--- src/rtl/check_node_min_finder.sv ---
// Offset-min-sum check-node front end: streams one row of variable-to-check
// messages and reports the two smallest magnitudes, argmin, and sign info.
module check_node_min_finder #(
  parameter int W    = 10,
  parameter int DEG  = 8,
  parameter int IDXW = 3,
  parameter int BETA = 1
) (
  input  logic            clk,
  input  logic            rst_n,
  input  logic [W-1:0]    q_in,
  input  logic            q_valid,
  input  logic            q_last,
  output logic            q_ready,
  output logic [W-2:0]    min1,
  output logic [W-2:0]    min2,
  output logic [IDXW-1:0] min1_idx,
  output logic            sign_prod,
  output logic [DEG-1:0]  signs,
  output logic [IDXW:0]   edge_cnt,
  output logic            out_valid,
  input  logic            out_ready
);

  localparam logic [W-2:0]  MAXMAG = {(W-1){1'b1}};
  localparam logic [IDXW:0] LAST_K = (IDXW+1)'(DEG-1);
  localparam logic [W-1:0]  BETA_W = W'(BETA);

  typedef enum logic [1:0] {IDLE, ACCUM, HOLD} state_t;

  typedef struct packed {
    logic [W-2:0]    m1;
    logic [W-2:0]    m2;
    logic [IDXW-1:0] idx;
    logic            sp;
    logic [DEG-1:0]  sg;
    logic [IDXW:0]   cnt;
  } acc_t;

  state_t          state_q, state_d;
  acc_t            acc_q, acc_d;
  logic [W-2:0]    min1_q, min1_d, min2_q, min2_d;
  logic [IDXW-1:0] idx_q, idx_d;
  logic            sp_q, sp_d;
  logic [DEG-1:0]  signs_q, signs_d;
  logic [IDXW:0]   cnt_q, cnt_d;

  logic            in_xfer, out_xfer, first, close;
  logic [IDXW:0]   k_full;
  logic [IDXW-1:0] k;
  logic [W-2:0]    neg, mag;

  // max(raw - BETA, 0), evaluated in W bits so the borrow shows as the sign bit
  function automatic logic [W-2:0] offs(input logic [W-2:0] r);
    logic [W-1:0] d;
    d = {1'b0, r} - BETA_W;
    offs = d[W-1] ? '0 : d[W-2:0];
  endfunction

  always_comb begin
    in_xfer  = q_valid && q_ready;
    out_xfer = out_valid && out_ready;
    first    = (state_q == IDLE);
    k_full   = first ? '0 : acc_q.cnt;
    k        = k_full[IDXW-1:0];
    close    = in_xfer && (q_last || (k_full == LAST_K));
    neg      = (~q_in[W-2:0]) + 1'b1;
    if (!q_in[W-1])              mag = q_in[W-2:0];
    else if (q_in[W-2:0] == '0)  mag = MAXMAG;
    else                         mag = neg;
  end

  always_comb begin
    acc_d = acc_q;
    if (in_xfer) begin
      if (first) begin
        acc_d.m1    = mag;
        acc_d.m2    = MAXMAG;
        acc_d.idx   = '0;
        acc_d.sp    = q_in[W-1];
        acc_d.sg    = '0;
        acc_d.sg[0] = q_in[W-1];
        acc_d.cnt   = (IDXW+1)'(1);
      end else begin
        // strict compare: a tie only fills min2, earliest index keeps min1
        if (mag < acc_q.m1) begin
          acc_d.m2  = acc_q.m1;
          acc_d.m1  = mag;
          acc_d.idx = k;
        end else if (mag < acc_q.m2) begin
          acc_d.m2 = mag;
        end
        acc_d.sp    = acc_q.sp ^ q_in[W-1];
        acc_d.sg[k] = q_in[W-1];
        acc_d.cnt   = acc_q.cnt + 1'b1;
      end
    end
  end

  always_comb begin
    min1_d  = min1_q;
    min2_d  = min2_q;
    idx_d   = idx_q;
    sp_d    = sp_q;
    signs_d = signs_q;
    cnt_d   = cnt_q;
    if (close) begin
      min1_d  = offs(acc_d.m1);
      min2_d  = offs(acc_d.m2);
      idx_d   = acc_d.idx;
      sp_d    = acc_d.sp;
      signs_d = acc_d.sg;
      cnt_d   = acc_d.cnt;
    end
  end

  always_comb begin
    state_d = state_q;
    unique case (state_q)
      IDLE:    if (in_xfer) state_d = close ? HOLD : ACCUM;
      ACCUM:   if (close)   state_d = HOLD;
      HOLD:    if (out_xfer) state_d = IDLE;
      default: state_d = IDLE;
    endcase
  end

  always_comb begin
    q_ready   = (state_q != HOLD);
    out_valid = (state_q == HOLD);
  end

  always_ff @(posedge clk or negedge rst_n) begin
    if (!rst_n) begin
      state_q <= IDLE;
      acc_q   <= '0;
      min1_q  <= '0;
      min2_q  <= '0;
      idx_q   <= '0;
      sp_q    <= 1'b0;
      signs_q <= '0;
      cnt_q   <= '0;
    end else begin
      state_q <= state_d;
      acc_q   <= acc_d;
      min1_q  <= min1_d;
      min2_q  <= min2_d;
      idx_q   <= idx_d;
      sp_q    <= sp_d;
      signs_q <= signs_d;
      cnt_q   <= cnt_d;
    end
  end

  assign min1      = min1_q;
  assign min2      = min2_q;
  assign min1_idx  = idx_q;
  assign sign_prod = sp_q;
  assign signs     = signs_q;
  assign edge_cnt  = cnt_q;

endmodule

--- config.mk ---
export PLATFORM = sky130hd
export DESIGN_NAME = check_node_min_finder
export DESIGN_NICKNAME = d
export VERILOG_FILES = /design/src/rtl/check_node_min_finder.sv
export SDC_FILE = /design/constraint.sdc
export NUM_CORES = 1
export LEC_CHECK = 0
export ABC_AREA = 1
export BUFFER_PORTS_ARGS = -buffer_cell sky130_fd_sc_hd__clkbuf_2
export CORE_ASPECT_RATIO = 1.75
export CORE_MARGIN = 4
export CORE_UTILIZATION = 59
export CTS_CLUSTER_SIZE = 28
export DETAILED_ROUTE_END_ITERATION = 8
export PLACE_DENSITY_LB_ADDON = 0.25
export SLEW_MARGIN = 20
export SYNTH_ARGS = -nofsm -noshare
export SYNTH_HDL_FRONTEND = slang
export SYNTH_SLANG_ARGS = --single-unit
--- constraint.sdc ---
create_clock -name clk -period 2.85 [get_ports clk]
set_input_delay 0.1425 -clock clk [delete_from_list [all_inputs] [get_ports clk]]
set_output_delay 0.1425 -clock clk [all_outputs]
set_load 0.005 [all_outputs]
### Word-level counts from Yosys, hierarchy flattened

Index checks and enable logic that the tools add are counted.

| word-level totals | value |
|---|---|
| flip-flop bits (word level) | 70 |
| logic and storage cells | 57 |
| input bits | 15 |
| output and inout port bits | 36 |

| operators by class | value |
|---|---|
| bitwise operators | 2 |
| equality and inequality tests | 7 |
| magnitude comparators | 4 |
| muxes and demuxes | 19 |
| reduce and logical (&&, ||, !) cells | 8 |
| add/sub/neg operators | 4 |

Operators with widths:

| operator | number |
|---|---|
| 34-bit two-way mux | 2 |
| 9-bit two-way mux | 7 |
| 9-bit by 1-bit subtractor with 10-bit output, second input constant | 2 |
| 9-bit < comparator | 2 |
| 9-bit by 1-bit adder with 9-bit output, second input constant | 1 |
| 9-bit logical NOT | 1 |
| 9-bit inverter | 1 |
| 8-bit bitwise mux | 1 |
| 2-bit two-way mux | 4 |
| 2-bit case mux with 3 select lines | 1 |
| 4-bit by 1-bit adder with 4-bit output, second input constant | 1 |
| 4-bit by 3-bit == test with 1-bit output, second input constant | 1 |
| 1-bit logical AND | 4 |
| 3-bit by 4-bit < comparator with 1-bit output, second input constant | 1 |
| 4-bit two-way mux | 1 |
| 2-bit by 1-bit != test with 1-bit output, second input constant | 2 |
| 2-bit != test, second input constant | 2 |
| 1-bit demux with 3-bit select | 1 |
| 3-bit by 1-bit >= comparator with 1-bit output, second input constant | 1 |
| 3-bit two-way mux | 1 |
| 3-bit AND reduction | 1 |
| 2-bit by 1-bit == test with 1-bit output, second input constant | 1 |
| 2-bit == test, second input constant | 1 |
| 2-bit logical NOT | 1 |
| 3 further kinds | 3 |

### Longest topological paths before layout

Gate-level depths: netlist of the first run.

| logic depth | value |
|---|---|
| word-level depth | 11 |
| depth in mapped cells | 27 |
| depth with buffers taken out | 27 |

### Least setup slack after synthesis of the first run

Ideal clock, no wire load.

| timing path | value |
|---|---|
| kind | input -> register |
| start point | input q_in[0] |
| end point | register min2_q[8], in the netlist min2[8] |
| stages on the path | 25 |
| required time | 2.726 ns |
| buffers on the path | 0 |
| setup time | 0.124 ns |
| arrival | 2.859 ns |
| path slack | -0.133 ns |
| cell sequence | inv_1 -> ha_1 -> nand2_1 -> nor2_2 -> nand3_4 -> and2_1 -> inv_1 -> ha_1 -> nand2_1 -> nand2_1 -> nand2_1 -> nand2_1 -> a21oi_2 -> nand2_2 -> nand2_1 -> nand3_1 -> nand2_1 -> nand2_1 -> ha_1 -> nand2_1 -> nor2_1 -> nand2_1 -> nand2_1 -> nand2_1 -> o21bai_2 |

| on the way | value |
|---|---|
| longest elaborated chain between the ends | 11 |
| elaborated cells on any way between the ends | 13 |
| classes of those cells | add/sub (2); order compare (2); mux (7); bitwise (1); reduce/logical (1) |

Ends and longest elaborated chain:

| element | line | RTL |
|---|---|---|
| start: declaration | 11 | `input logic [W-1:0] q_in,` |
| 9-bit inverter | 67 | `neg = (~q_in[W-2:0]) + 1'b1;` |
| 9-bit by 1-bit adder with 9-bit output | 67 |  |
| 9-bit two-way mux | 69 | `else if (q_in[W-2:0] == '0) mag = MAXMAG;` |
| 9-bit two-way mux * | 68 | `if (!q_in[W-1]) mag = q_in[W-2:0];` |
| 9-bit < comparator | 90 | `end else if (mag < acc_q.m2) begin` |
| 9-bit two-way mux | 90 |  |
| 9-bit two-way mux * | 86 | `if (mag < acc_q.m1) begin` |
| 34-bit two-way mux * | 76 | `if (first) begin` |
| 34-bit two-way mux * | 75 | `if (in_xfer) begin` |
| 9-bit by 1-bit subtractor with 10-bit output * | 56 | `d = {1'b0, r} - BETA_W;` |
| 9-bit two-way mux * | 57 | `offs = d[W-1] ? '0 : d[W-2:0];` |
| end signal: assignment | 146 | `min2_q <= min2_d;` |
| end: declaration | 42 | `logic [W-2:0] min1_q, min1_d, min2_q, min2_d;` |

Mark *: on every way between the ends. The rest lies on a longest branch, timed or not.
A chain may end at the register's enable or synchronous reset.

### Worst setup path after layout of the first run

| timing path | value |
|---|---|
| start point | input q_in[9] |
| end point | register min2_q[8], in the netlist min2[8] |

| on the way | value |
|---|---|
| longest elaborated chain between the ends | 8 |
| elaborated cells on any way between the ends | 9 |
| classes of those cells | add/sub (1); order compare (2); mux (6) |

Ends and longest elaborated chain:

| element | line |
|---|---|
| 9-bit two-way mux * | 68 |
| 9-bit < comparator | 90 |
| 9-bit two-way mux | 90 |
| 9-bit two-way mux * | 86 |
| 34-bit two-way mux * | 76 |
| 34-bit two-way mux * | 75 |
| 9-bit by 1-bit subtractor with 10-bit output * | 56 |
| 9-bit two-way mux * | 57 |

Marked as above.

==> impl_metrics.json, run 1 <==
{
  "place_congestion": 0.940,
  "p_comb_share_pct": 54.6,
  "max_stage_delay_ns": 0.34,
  "placed_area_um2": 5220,
  "die_x_um": 73.2,
  "fin_ws_ns": -0.140,
  "power_density_nw_per_um2": 950,
  "cts.sinks": 70,
  "routed_wl_um": 15600,
  "max_slew_margin_pct": 60.3,
  "fmax_mhz": 334,
  "min_path_type": "input port to flop",
  "switching_share_pct": 42.6,
  "antenna-diode-count": 0,
  "ys.flop_type": "dfrtp_1",
  "dieArea_um2": 8940,
  "ctsRootBufferMaster": "clkbuf_16",
  "yosys-top-cells-area": "dfrtp_1 (40%), nand2_1 (16%), inv_1 (6.8%)",
  "drt-initial-drc-count": 351,
  "htree_levels": 3,
  "finalHoldViolCount": 0,
  "period_needed_ns": 2.99,
  "drc": 0,
  "cpMostUsedCell": "nand2_1",
  "yosys_warnings": 0,
  "yosys.area.top_type": "dfrtp_1",
  "status": "finished, violations left",
  "avgSynthCellArea_um2": 7.37,
  "clkLatencyLatePin_ns": 0.33,
  "cts_max_path_buffers": 2,
  "io_buffer_count": 50,
  "synth-edff-count": 0,
  "synthCells": 596,
  "grt_start_max_net_pins": 29,
  "maxSlewViolCount": 0,
  "rows": 41,
  "antenna_left": 0,
  "cts_buffers": 9,
  "crit_family": "simple AND/OR/NAND/NOR gates",
  "hpwl_um": 9950,
  "overflow": 0,
  "critPathKind": "input port to flop",
  "max-cap-violations": 0,
  "ys_seq_area_share_pct": 39.9,
  "synthArstFlopShare_pct": 100,
  "die_h_um": 122,
  "grt_pass1_wl_um": 20700,
  "setup_violations": 17,
  "grt_pass1_vias": 4537,
  "critical_path_buf_inv_count": 6,
  "drive_above_1_share_pct": 39.3,
  "syn-num-nets": 630,
  "peakVddDrop_uv": 652,
  "arrival_ns": 3.21,
  "cts_tree": "done",
  "wl_per_cell_um": 18.9,
  "holdWs_ns": 0.00878,
  "syn_to_final_growth_pct": 42.4,
  "rsz0062_at_grt": "yes",
  "drtPass1Iterations": 6,
  "end_kind": "flop",
  "ys_ff_latch": 70,
  "layout_common_cells": "nand2_1 (166), buf_4 (83), dfrtp_1 (70)",
  "synth.top_cell.area_share_pct": 39.9,
  "violations": "setup timing",
  "cts.clk_slew.worst_paths_ns": 0.05,
  "crit_slowest_cell": "xnor2_1",
  "p_clk_share_pct": 18.0,
  "stdcell_area_um2": 6250,
  "ioPinCount": 51,
  "num_vias": 4706,
  "p_seq_share_pct": 27.3,
  "tightest_slew_ns": 0.595,
  "ys_types": 39,
  "leakagePower_uw": 0.00325,
  "power.switching_uw": 2530,
  "worst-path-max-fanout": 10,
  "critPathRequiredTime_ns": 3.07,
  "start_kind": "input port",
  "final_common_cell": "nand2_1",
  "coreArea_um2": 7230,
  "antenna_found_initial": 0,
  "viasPerCell": 5.70,
  "cp_cell_sequence": "clkbuf_2, inv_8, nor2_2, xnor2_1, and2_4, inv_4, ha_4, nand2_1, nand2_1, nand2_1, a21oi_2, nor2_4, buf_4, nand3_1, nand2_1, inv_1, nand2_2, nand2_2, buf_6, nand3_4, nor2_4, nand2_2, nand2_4, o21bai_2",
  "synthesis.area_um2": 4390,
  "skew_ns": 0.00546,
  "start_util_pct": 60.7,
  "dp_slack_ns": -0.492,
  "p_int_uw": 3410,
  "gr-usage-all-layers_pct": 30.9,
  "final_nets": 772,
  "fin_crit_sh_pct": 105
}
-- state kept, by name, indices dropped and copies added (netlist names) --
signal,cells
acc_q,34
min1,9
min2,9
signs,8
edge_cnt,4
min1_idx,3
state_q,2
sign_prod,1
-- path summary, 6_finish.rpt --
path | start | endpoint | slack, ns | cells after the start
max | q_in[9] | min2[8] | -0.14 | 24
min | out_ready | state_q[1] | 0.009 | 2
max reg2reg | acc_q[33] | min2[3] | 0.11 | 16
min reg2reg | signs[7] | signs[7] | 0.48 | 2
max in group asynchronous | rst_n | signs[1] | 1.71 | 3
min in group asynchronous | rst_n | acc_q[4] | 0.34 | 2
-- routing by layer --
metal,share of wire (%),routed length (um),up-vias,GRT usage (%)
met4,7.5,1160,0,22.6
met3,5.4,844,84,4.46
met2,54,8500,217,55.8
li1,-,-,2153,-
met1,33,5110,2252,30.6
met5,0,0,-,0
-- synth_stat cells (all sizes together), types with 3 or more instances --
cell    instances
dfrtp          70
nor2           60
inv            88
o21ai          44
nand3          49
a311oi          3
a21oi          25
nand2         205
xor2            7
nor3            4
ha             19
buf             7
clkbuf          6
-- per-stage QoR --
stage               TNS (ns)  instances  total power (uW)  utilization, %
CTS                        0        801              5160            76.6
finish                 -1.60        826              5940            86.5
global placement       -5.69        787              3960            72.2
floorplan           -0.00579        596              3060               -
global route           -4.69        826              6320            86.5
detailed placement     -6.84        787              4040            72.2
-- kinds of logic after synthesis --
group	count (synthesis)	synth area share [%]
adder cells (fa/ha/maj)	19	5.41
flip-flops	70	39.9
AND/OR/NAND/NOR	321	33.2
AO/OA/AOI/OAI	76	10.2
XOR/XNOR	8	1.60
buffers and inverters	102	9.66
-- timing repair --
item / 4_1_cts / 5_1_grt
setup endpoints to repair: 17 / 18
setup buffers: 0 / 22
gates cloned: 0 / 3
gates resized for setup: 12 / 116
pin swaps: 2 / 64
hold endpoints to repair: 23 / 0
hold buffers: 1 / 0
-- cell type report --
cell class / count / area, um2
clock inverters: 2 / 35.0
inverters: 89 / 355
fillers: 385 / 978
well taps: 86 / 108
repair buffers: 141 / 968
flip-flops and latches: 70 / 1750
clock buffers: 11 / 243
multi-input cells: 427 / 2790
-- power groups by stage --
stage / clock, uW / combinational, uW / sequential (uW)
detailed placement: 0 / 2440 / 1600
floorplan: 0 / 1490 / 1570
global placement: 0 / 2370 / 1600
global route: 1120 / 3550 / 1650
finish: 1070 / 3250 / 1620
CTS: 1070 / 2490 / 1590
Note: power is estimated with default switching activity, not from simulation.
==> inputs of run 2 (changes only) <==
--- a/config.mk
+++ b/config.mk
@@ -5,14 +5,13 @@
 export SDC_FILE = /design/constraint.sdc
 export NUM_CORES = 1
 export LEC_CHECK = 0
-export ABC_AREA = 1
 export BUFFER_PORTS_ARGS = -buffer_cell sky130_fd_sc_hd__clkbuf_2
 export CORE_ASPECT_RATIO = 1.75
 export CORE_MARGIN = 4
 export CORE_UTILIZATION = 59
 export CTS_CLUSTER_SIZE = 28
 export DETAILED_ROUTE_END_ITERATION = 8
-export PLACE_DENSITY_LB_ADDON = 0.25
+export PLACE_DENSITY = 0.78
 export SLEW_MARGIN = 20
 export SYNTH_ARGS = -nofsm -noshare
 export SYNTH_HDL_FRONTEND = slang
==> run 2 against run 1 <==
Against the previous run:
- the flow now stops in global routing
- synthesized area fell by 4.7%
- synthesized cell count fell by 23%
==> impl_metrics.json, run 2 <==
{
  "die_x_um": 71.7,
  "rows": 40,
  "grt_start_max_net_pins": 71,
  "gr-usage-all-layers_pct": 86.9,
  "place_congestion": 1.04,
  "status": "did not finish",
  "synth-edff-count": 0,
  "syn-num-nets": 491,
  "holdBufCountCts": 0,
  "synthCells": 457,
  "haltStage": "global routing",
  "ys_types": 64,
  "worst-ep-kind": "register data pin",
  "htree_levels": 3,
  "ys_ff_latch": 70,
  "grt-worst-endpoint": "min2[8]$_DFFE_PN0P_/D",
  "ctsRootBufferMaster": "clkbuf_16",
  "cts_buffers": 9,
  "stop_error": "[ERROR GRT-0232] Routing congestion too high. Check the congestion heatmap in the GUI.",
  "yosys.area.top_type": "dfrtp_1",
  "yosys-top-cells-area": "dfrtp_1 (42%), nand2_1 (5.8%), ha_1 (5.7%)",
  "avgSynthCellArea_um2": 9.16,
  "yosys-top-cells-count": "dfrtp_1 (70), nand2_1 (65), nor2_1 (34)",
  "yosys_warnings": 0,
  "ys_seq_area_share_pct": 41.9,
  "synthesis.area_um2": 4180,
  "ys.flop_type": "dfrtp_1",
  "hpwl_um": 10500,
  "cts_max_path_buffers": 2,
  "overflow": 390,
  "synth.top_cell.area_share_pct": 41.9,
  "cts.sinks": 70,
  "synthArstFlopShare_pct": 100,
  "synth.most_common_cell": "dfrtp_1",
  "ioPinCount": 51,
  "die_h_um": 119,
  "io_buffer_count": 50,
  "start_util_pct": 60.6
}
-- run 2: changes by cell type after synthesis, moves of 11 or more --
cell,before,now
nand2_1,193,65
a21oi_1,24,13
o31ai_1,0,11
inv_1,79,32
a31oi_1,0,12
nor2_1,48,34
o21ai_1,14,3
nand3_1,45,15
-- run 2: repair_timing --
action	4_1_cts
gates resized for setup	84
endpoints found under the setup margin	38
pin swaps	27
buffers inserted	28
-- run 2: cells by family after synthesis --
family                     synth area share (%)
DFF                                        41.9
xor gates and xnor gates                   2.93
and+or+nand+nor                            19.1
muxes                                      3.74
adders and majority gates                  5.68
AOI/OAI and AO/OA                          21.6
buffers and inverters                      5.05
-- run 2: per-layer routing --
metal / GRT overflow / global-route usage [%]
met5: 0 / 9.80
met4: 104 / 98.8
met3: 0 / 60.3
met2: 282 / 109
met1: 4 / 83.9
-- run 2: through the flow --
stage | setup slack, ns | std cells | cell area [um2]
after detailed placement | -1.34 | 685 | 5550
after global placement | -1.27 | 685 | 5550
after CTS | -0.851 | 723 | 6430
after floorplan | -1.02 | 457 | 4440
==> inputs of run 3 (changes only) <==
--- a/config.mk
+++ b/config.mk
@@ -6,12 +6,10 @@
 export NUM_CORES = 1
 export LEC_CHECK = 0
 export BUFFER_PORTS_ARGS = -buffer_cell sky130_fd_sc_hd__clkbuf_2
-export CORE_ASPECT_RATIO = 1.75
 export CORE_MARGIN = 4
-export CORE_UTILIZATION = 59
-export CTS_CLUSTER_SIZE = 28
+export CORE_UTILIZATION = 40
 export DETAILED_ROUTE_END_ITERATION = 8
-export PLACE_DENSITY = 0.78
+export PLACE_DENSITY_LB_ADDON = 0.15
 export SLEW_MARGIN = 20
 export SYNTH_ARGS = -nofsm -noshare
 export SYNTH_HDL_FRONTEND = slang
==> run 3 against run 2 <==
Against the previous run:
- the flow now finishes, with violations (setup timing)
- synthesized cell count unchanged
- synthesized area unchanged
==> impl_metrics.json, run 3 <==
{
  "routed_wl_um": 13700,
  "status": "finished, violations left",
  "worst-path-max-fanout": 4,
  "yosys-top-cells-count": "dfrtp_1 (70), nand2_1 (65), nor2_1 (34)",
  "ioPinCount": 51,
  "tightest_slew_ns": 0.819,
  "fmax_mhz": 263,
  "skew_ns": 0.0106,
  "antenna_found_initial": 0,
  "n_fill_cell": 841,
  "clkLatencyLatePin_ns": 0.36,
  "grt_pass1_wl_um": 21100,
  "synthesis.area_um2": 4180,
  "p_int_uw": 3600,
  "grt_pass1_vias": 4167,
  "final_nets": 685,
  "p_comb_share_pct": 60.0,
  "fin_crit_sh_pct": 133,
  "rows": 37,
  "ys_ff_latch": 70,
  "largest_register_ffs": 34,
  "synth.top_cell.area_share_pct": 41.9,
  "p_clk_share_pct": 13.7,
  "coreArea_um2": 10300,
  "die_h_um": 110,
  "r2r-start": "acc_q[27]",
  "setup_violations": 37,
  "end_kind": "flop",
  "drtPass1Iterations": 4,
  "wl_per_cell_um": 17.4,
  "ys.flop_type": "dfrtp_1",
  "place_congestion": 0.924,
  "die_x_um": 110,
  "leakagePower_uw": 0.00321,
  "maxSlewViolCount": 0,
  "viasPerCell": 5.39,
  "critical_path_buf_inv_count": 6,
  "max-cap-violations": 0,
  "cts_buffers": 9,
  "yosys.area.top_type": "dfrtp_1",
  "min_path_type": "input port to flop",
  "io_buffer_count": 50,
  "fin_ws_ns": -0.946,
  "p_total_uw": 6010,
  "cts.clk_slew.worst_paths_ns": 0.08,
  "antenna-diode-count": 0,
  "p_seq_share_pct": 26.3,
  "switching_share_pct": 40.1,
  "critPathRequiredTime_ns": 3.15,
  "max_slew_margin_pct": 45.4,
  "drive_above_1_share_pct": 50.2,
  "dieArea_um2": 12200,
  "min-delay-start": "q_valid",
  "cts_tree": "done",
  "power_density_nw_per_um2": 889,
  "violations": "setup timing",
  "syn-num-nets": 491,
  "synthArstFlopShare_pct": 100,
  "htree_levels": 3,
  "num_vias": 4266,
  "layout_common_cells": "buf_4 (112), dfrtp_1 (70), nand2_1 (59)",
  "hpwl_um": 9660,
  "yosys_warnings": 0,
  "holdWs_ns": 0.171,
  "start_kind": "input port",
  "overflow": 0,
  "peakVddDrop_uv": 392,
  "rsz0062_at_grt": "yes",
  "drc": 0,
  "crit_path_start": "q_in[1]",
  "start_util_pct": 40.7,
  "gr-usage-all-layers_pct": 23.0,
  "stdcell_area_um2": 6760,
  "synth-edff-count": 0,
  "ys_types": 64,
  "syn_to_final_growth_pct": 61.6,
  "final_common_cell": "buf_4",
  "cts_max_path_buffers": 2,
  "antenna_left": 0,
  "synthCells": 457,
  "placed_area_um2": 5700,
  "largest_register": "acc_q",
  "critPathKind": "input port to flop",
  "yosys-top-cells-area": "dfrtp_1 (42%), nand2_1 (5.8%), ha_1 (5.7%)",
  "crit_slowest_cell": "or4_4",
  "max_stage_delay_ns": 0.50,
  "period_needed_ns": 3.80,
  "power.switching_uw": 2410,
  "drt-initial-drc-count": 286,
  "cpMostUsedCell": "buf_4",
  "cp_cell_sequence": "buf_8, inv_4, ha_4, or3b_4, a221oi_2, a31oi_4, buf_4, ha_1, a21o_1, a21oi_4, o211ai_1, buf_4, o21ai_2, a31oi_1, buf_4, a221oi_4, nand2_2, buf_6, or4_4, nand3_2",
  "avgSynthCellArea_um2": 9.16,
  "synth.most_common_cell": "dfrtp_1",
  "finalHoldViolCount": 0,
  "arrival_ns": 4.09,
  "ctsRootBufferMaster": "clkbuf_8",
  "crit_family": "compound AO/OA/AOI/OAI gates",
  "cts.sinks": 70,
  "ys_seq_area_share_pct": 41.9,
  "grt_start_max_net_pins": 38
}
[run 3: metal layers]
| layer | global-route usage [%] | part of all wire (%) | vias up |
|---|---|---|---|
| li1 | - | - | 2030 |
| met1 | 32.8 | 47 | 2079 |
| met2 | 35.9 | 47 | 126 |
| met3 | 4.08 | 4.6 | 31 |
| met4 | 6.42 | 1.9 | 0 |
| met5 | 0 | 0 | - |
[run 3: layout make-up]
cell class,count,area (um2),area share [%]
multi-input combinational,335,2910,43.1
sequential,70,1750,25.9
timing repair buffer,203,1600,23.7
tap,136,170,2.52
clock buffer,10,138,2.04
inverter,32,128,1.89
clock inverter,5,58.8,0.870
[run 3: per-stage QoR]
| step | setup WS [ns] | util [%] | instances | TNS, ns |
|---|---|---|---|---|
| after floorplan | -1.02 | - | 457 | -16.25 |
| after global placement | -1.21 | 55.5 | 745 | -30.35 |
| after detailed placement | -1.30 | 55.5 | 745 | -33.69 |
| after CTS | -0.833 | 62.5 | 781 | -16.29 |
| after global routing | -1.06 | 65.8 | 791 | -22.94 |
| final | -0.946 | 65.8 | 791 | -19.28 |
[run 3: kinds of logic after synthesis]
family	count (synthesis)	share of synthesized area, %
simple gates	164	19.1
compound gates	123	21.6
flops	70	41.9
buf+inv	52	5.05
fa+ha+maj	19	5.68
mux	15	3.74
xor+xnor	14	2.93
[run 3: tightest hold or removal path: stages]
cell	delay, ns
clkbuf_2	0.15
o21bai_1	0.10
nor2_1	0.10
[run 3: worst paths after layout]
path | endpoint | slack (ns) | depth (start not counted)
min in group asynchronous | edge_cnt[2] | 0.42 | 2
max in group asynchronous | acc_q[33] | 1.75 | 3
hold reg to reg | signs[2] | 0.48 | 2
hold / removal | state_q[0] | 0.17 | 3
setup reg to reg | min2[7] | -0.51 | 14
setup / recovery | min2[7] | -0.95 | 20
[run 3: repair_timing]
action / 4_1_cts / 5_1_grt
hold endpoints to repair: 34 / 0
hold buffers: 2 / 0
pin swaps: 39 / 35
resized for setup: 85 / 65
setup endpoints to repair: 38 / 42
setup buffers: 19 / 16
[run 3: power groups by stage]
stage                     combinational (uW)  sequential (uW)  clock [uW]
after floorplan                         1440             1570           0
after global placement                  2600             1570           0
after detailed placement                2650             1590           0
after CTS                               3150             1580         845
after global routing                    3870             1630         886
final                                   3610             1580         821
==> inputs of run 4 (changes only) <==
==> constraint.sdc (replaced) <==
create_clock -name clk -period 4.8 [get_ports clk]
set_input_delay 0.24 -clock clk [delete_from_list [all_inputs] [get_ports clk]]
set_output_delay 0.24 -clock clk [all_outputs]
set_load 0.005 [all_outputs]
==> run 4 against run 3 <==
Against the previous run:
- clock power is 39% lower
- die area stayed put
- register-to-register slack better by 1.6 ns
- the flow now finishes without violations
- worst setup slack better by 1.2 ns
- global-route usage is 3.1 points lower
- highest routed layer unchanged
- power is 57% lower
- first-iteration DRC count is 8.4% lower
- critical path type unchanged
==> impl_metrics.json, run 4 (same netlist as run 3, synthesis figures left out) <==
{
  "dpl.cell_count": 640,
  "die_x_um": 110,
  "hpwl_um": 8440,
  "die_h_um": 110,
  "fmax_mhz": 222,
  "grt_pass1_vias": 3449,
  "p_total_uw": 2570,
  "coreArea_um2": 10300,
  "critical_path_buf_inv_count": 1,
  "place_congestion": 0.923,
  "cts_tree": "done",
  "final_nets": 549,
  "critPathKind": "input port to flop",
  "finalHoldViolCount": 0,
  "reg2reg_to": "min2[8]",
  "htree_levels": 3,
  "rsz0062_at_grt": "no",
  "leakagePower_uw": 0.00233,
  "routed_wl_um": 11500,
  "power_density_nw_per_um2": 529,
  "worst-path-max-fanout": 12,
  "drt-initial-drc-count": 262,
  "maxSlewViolCount": 0,
  "arrival_ns": 4.78,
  "cp_cell_sequence": "clkbuf_2, or4_1, o41ai_1, mux2i_2, ha_1, and4_1, nand4_1, a21o_1, a2111oi_0, a21oi_1, o21ai_2, ha_1, a21boi_1, nand2_1, or4b_1, a31oi_1",
  "holdBufCountCts": 0,
  "antenna_left": 0,
  "grt_pass1_wl_um": 18200,
  "skew_ns": 0.0138,
  "ctsRootBufferMaster": "clkbuf_8",
  "min_path_type": "input port to flop",
  "post_cts_resized": 0,
  "whs_path_depth": 2,
  "cpMostUsedCell": "ha_1",
  "crit_slowest_cell": "or4_1",
  "drive_above_1_share_pct": 20.0,
  "rr_worst_depth": 14,
  "antenna_found_initial": 0,
  "viasPerCell": 5.44,
  "fin_crit_sh_pct": 93.9,
  "gr-usage-all-layers_pct": 19.9,
  "drtPass1Iterations": 4,
  "status": "complete, no violations",
  "r2r_slack_ns": 1.09,
  "post_cts_buffers": 0,
  "rows": 37,
  "layout_common_cells": "dfrtp_1 (70), nand2_1 (65), clkbuf_2 (49)",
  "num_vias": 3563,
  "start_kind": "input port",
  "min_to": "state_q[1]",
  "max_stage_delay_ns": 0.57,
  "max_slew_margin_pct": 39.5,
  "cts_buffers": 9,
  "syn_to_final_growth_pct": 16.0,
  "final_cells": 655,
  "crit_family": "compound AO/OA/AOI/OAI gates",
  "min-delay-start": "out_ready",
  "max-cap-violations": 0,
  "setup_violations": 0,
  "largest_register": "acc_q",
  "grt_start_max_net_pins": 71,
  "largest_register_ffs": 34,
  "drc": 0,
  "cts.clk_slew.worst_paths_ns": 0.08,
  "peakVddDrop_uv": 177,
  "overflow": 0,
  "period_needed_ns": 4.50,
  "ioPinCount": 51,
  "dieArea_um2": 12200,
  "critPathRequiredTime_ns": 5.07,
  "start_util_pct": 40.7,
  "antenna-diode-count": 0,
  "wl_per_cell_um": 17.6,
  "r2r-start": "acc_q[27]",
  "n_fill_cell": 1034,
  "io_buffer_count": 50,
  "end_kind": "flop",
  "tightest_slew_ns": 0.907,
  "cts_max_path_buffers": 2,
  "final_common_cell": "dfrtp_1",
  "cts.sinks": 70,
  "clkLatencyLatePin_ns": 0.37
}
==> run 4: changes by cell type in the layout (fill, tap and decap cells not counted), moves of 6 or more <==
cell     change
o21ai_0     +12
a31oi_1      +6
a21oi_1      +8
nand2_1      +6
inv_1       +11
ha_1         +6
o31ai_1      +6
buf_4       -95
ha_4         -6
inv_2        -8
buf_6       -36
==> run 4: stage by stage <==
step	instance area, um2	setup TNS, ns	setup WS [ns]	hold slack, ns	utilization, %
global placement	4650	-0.132	-0.132	0.439	45.3
finish	4850	0	0.295	0.0701	47.2
floorplan	4180	0	0.476	-0.0556	-
global route	4850	0	0.0123	0.0679	47.2
detailed placement	4650	-0.0897	-0.0897	0.452	45.3
CTS	4850	0	0.249	0.0621	47.2
==> run 4: power by group <==
group	switching, uW	total, uW	leakage (uW)	internal, uW
Clock	250	503	0.0000948	252
Combinational	646	1110	0.00137	462
Sequential	162	958	0.000868	796
==> run 4: layout make-up <==
cell class / instances / area, um2 / area share (%)
clock buffer: 10 / 138 / 2.84
tap: 136 / 170 / 3.51
clock inverter: 5 / 58.8 / 1.21
sequential: 70 / 1750 / 36.1
inverter: 32 / 120 / 2.48
multi-input combinational: 335 / 2240 / 46.1
timing repair buffer: 67 / 378 / 7.79
==> run 4: layer usage <==
metal,routed length [um],track usage [%],up-vias
li1,-,-,1758
met1,5850,30.2,1703
met2,4910,28.9,87
met3,529,2.85,15
met4,224,6.60,0
met5,0,0,-
==> run 4: worst max-delay path by stage <==
stage / from / endpoint / slack (ns) / cells after the start
after floorplan: q_in[2] / min2[8] / 0.48 / 17
after global placement: q_in[2] / min2[8] / -0.13 / 16
after detailed placement: q_in[2] / min2[8] / -0.09 / 16
after CTS: q_in[0] / min2[8] / 0.25 / 19
after global routing: q_in[2] / min2[8] / 0.01 / 16
final: q_in[2] / min2[8] / 0.30 / 16
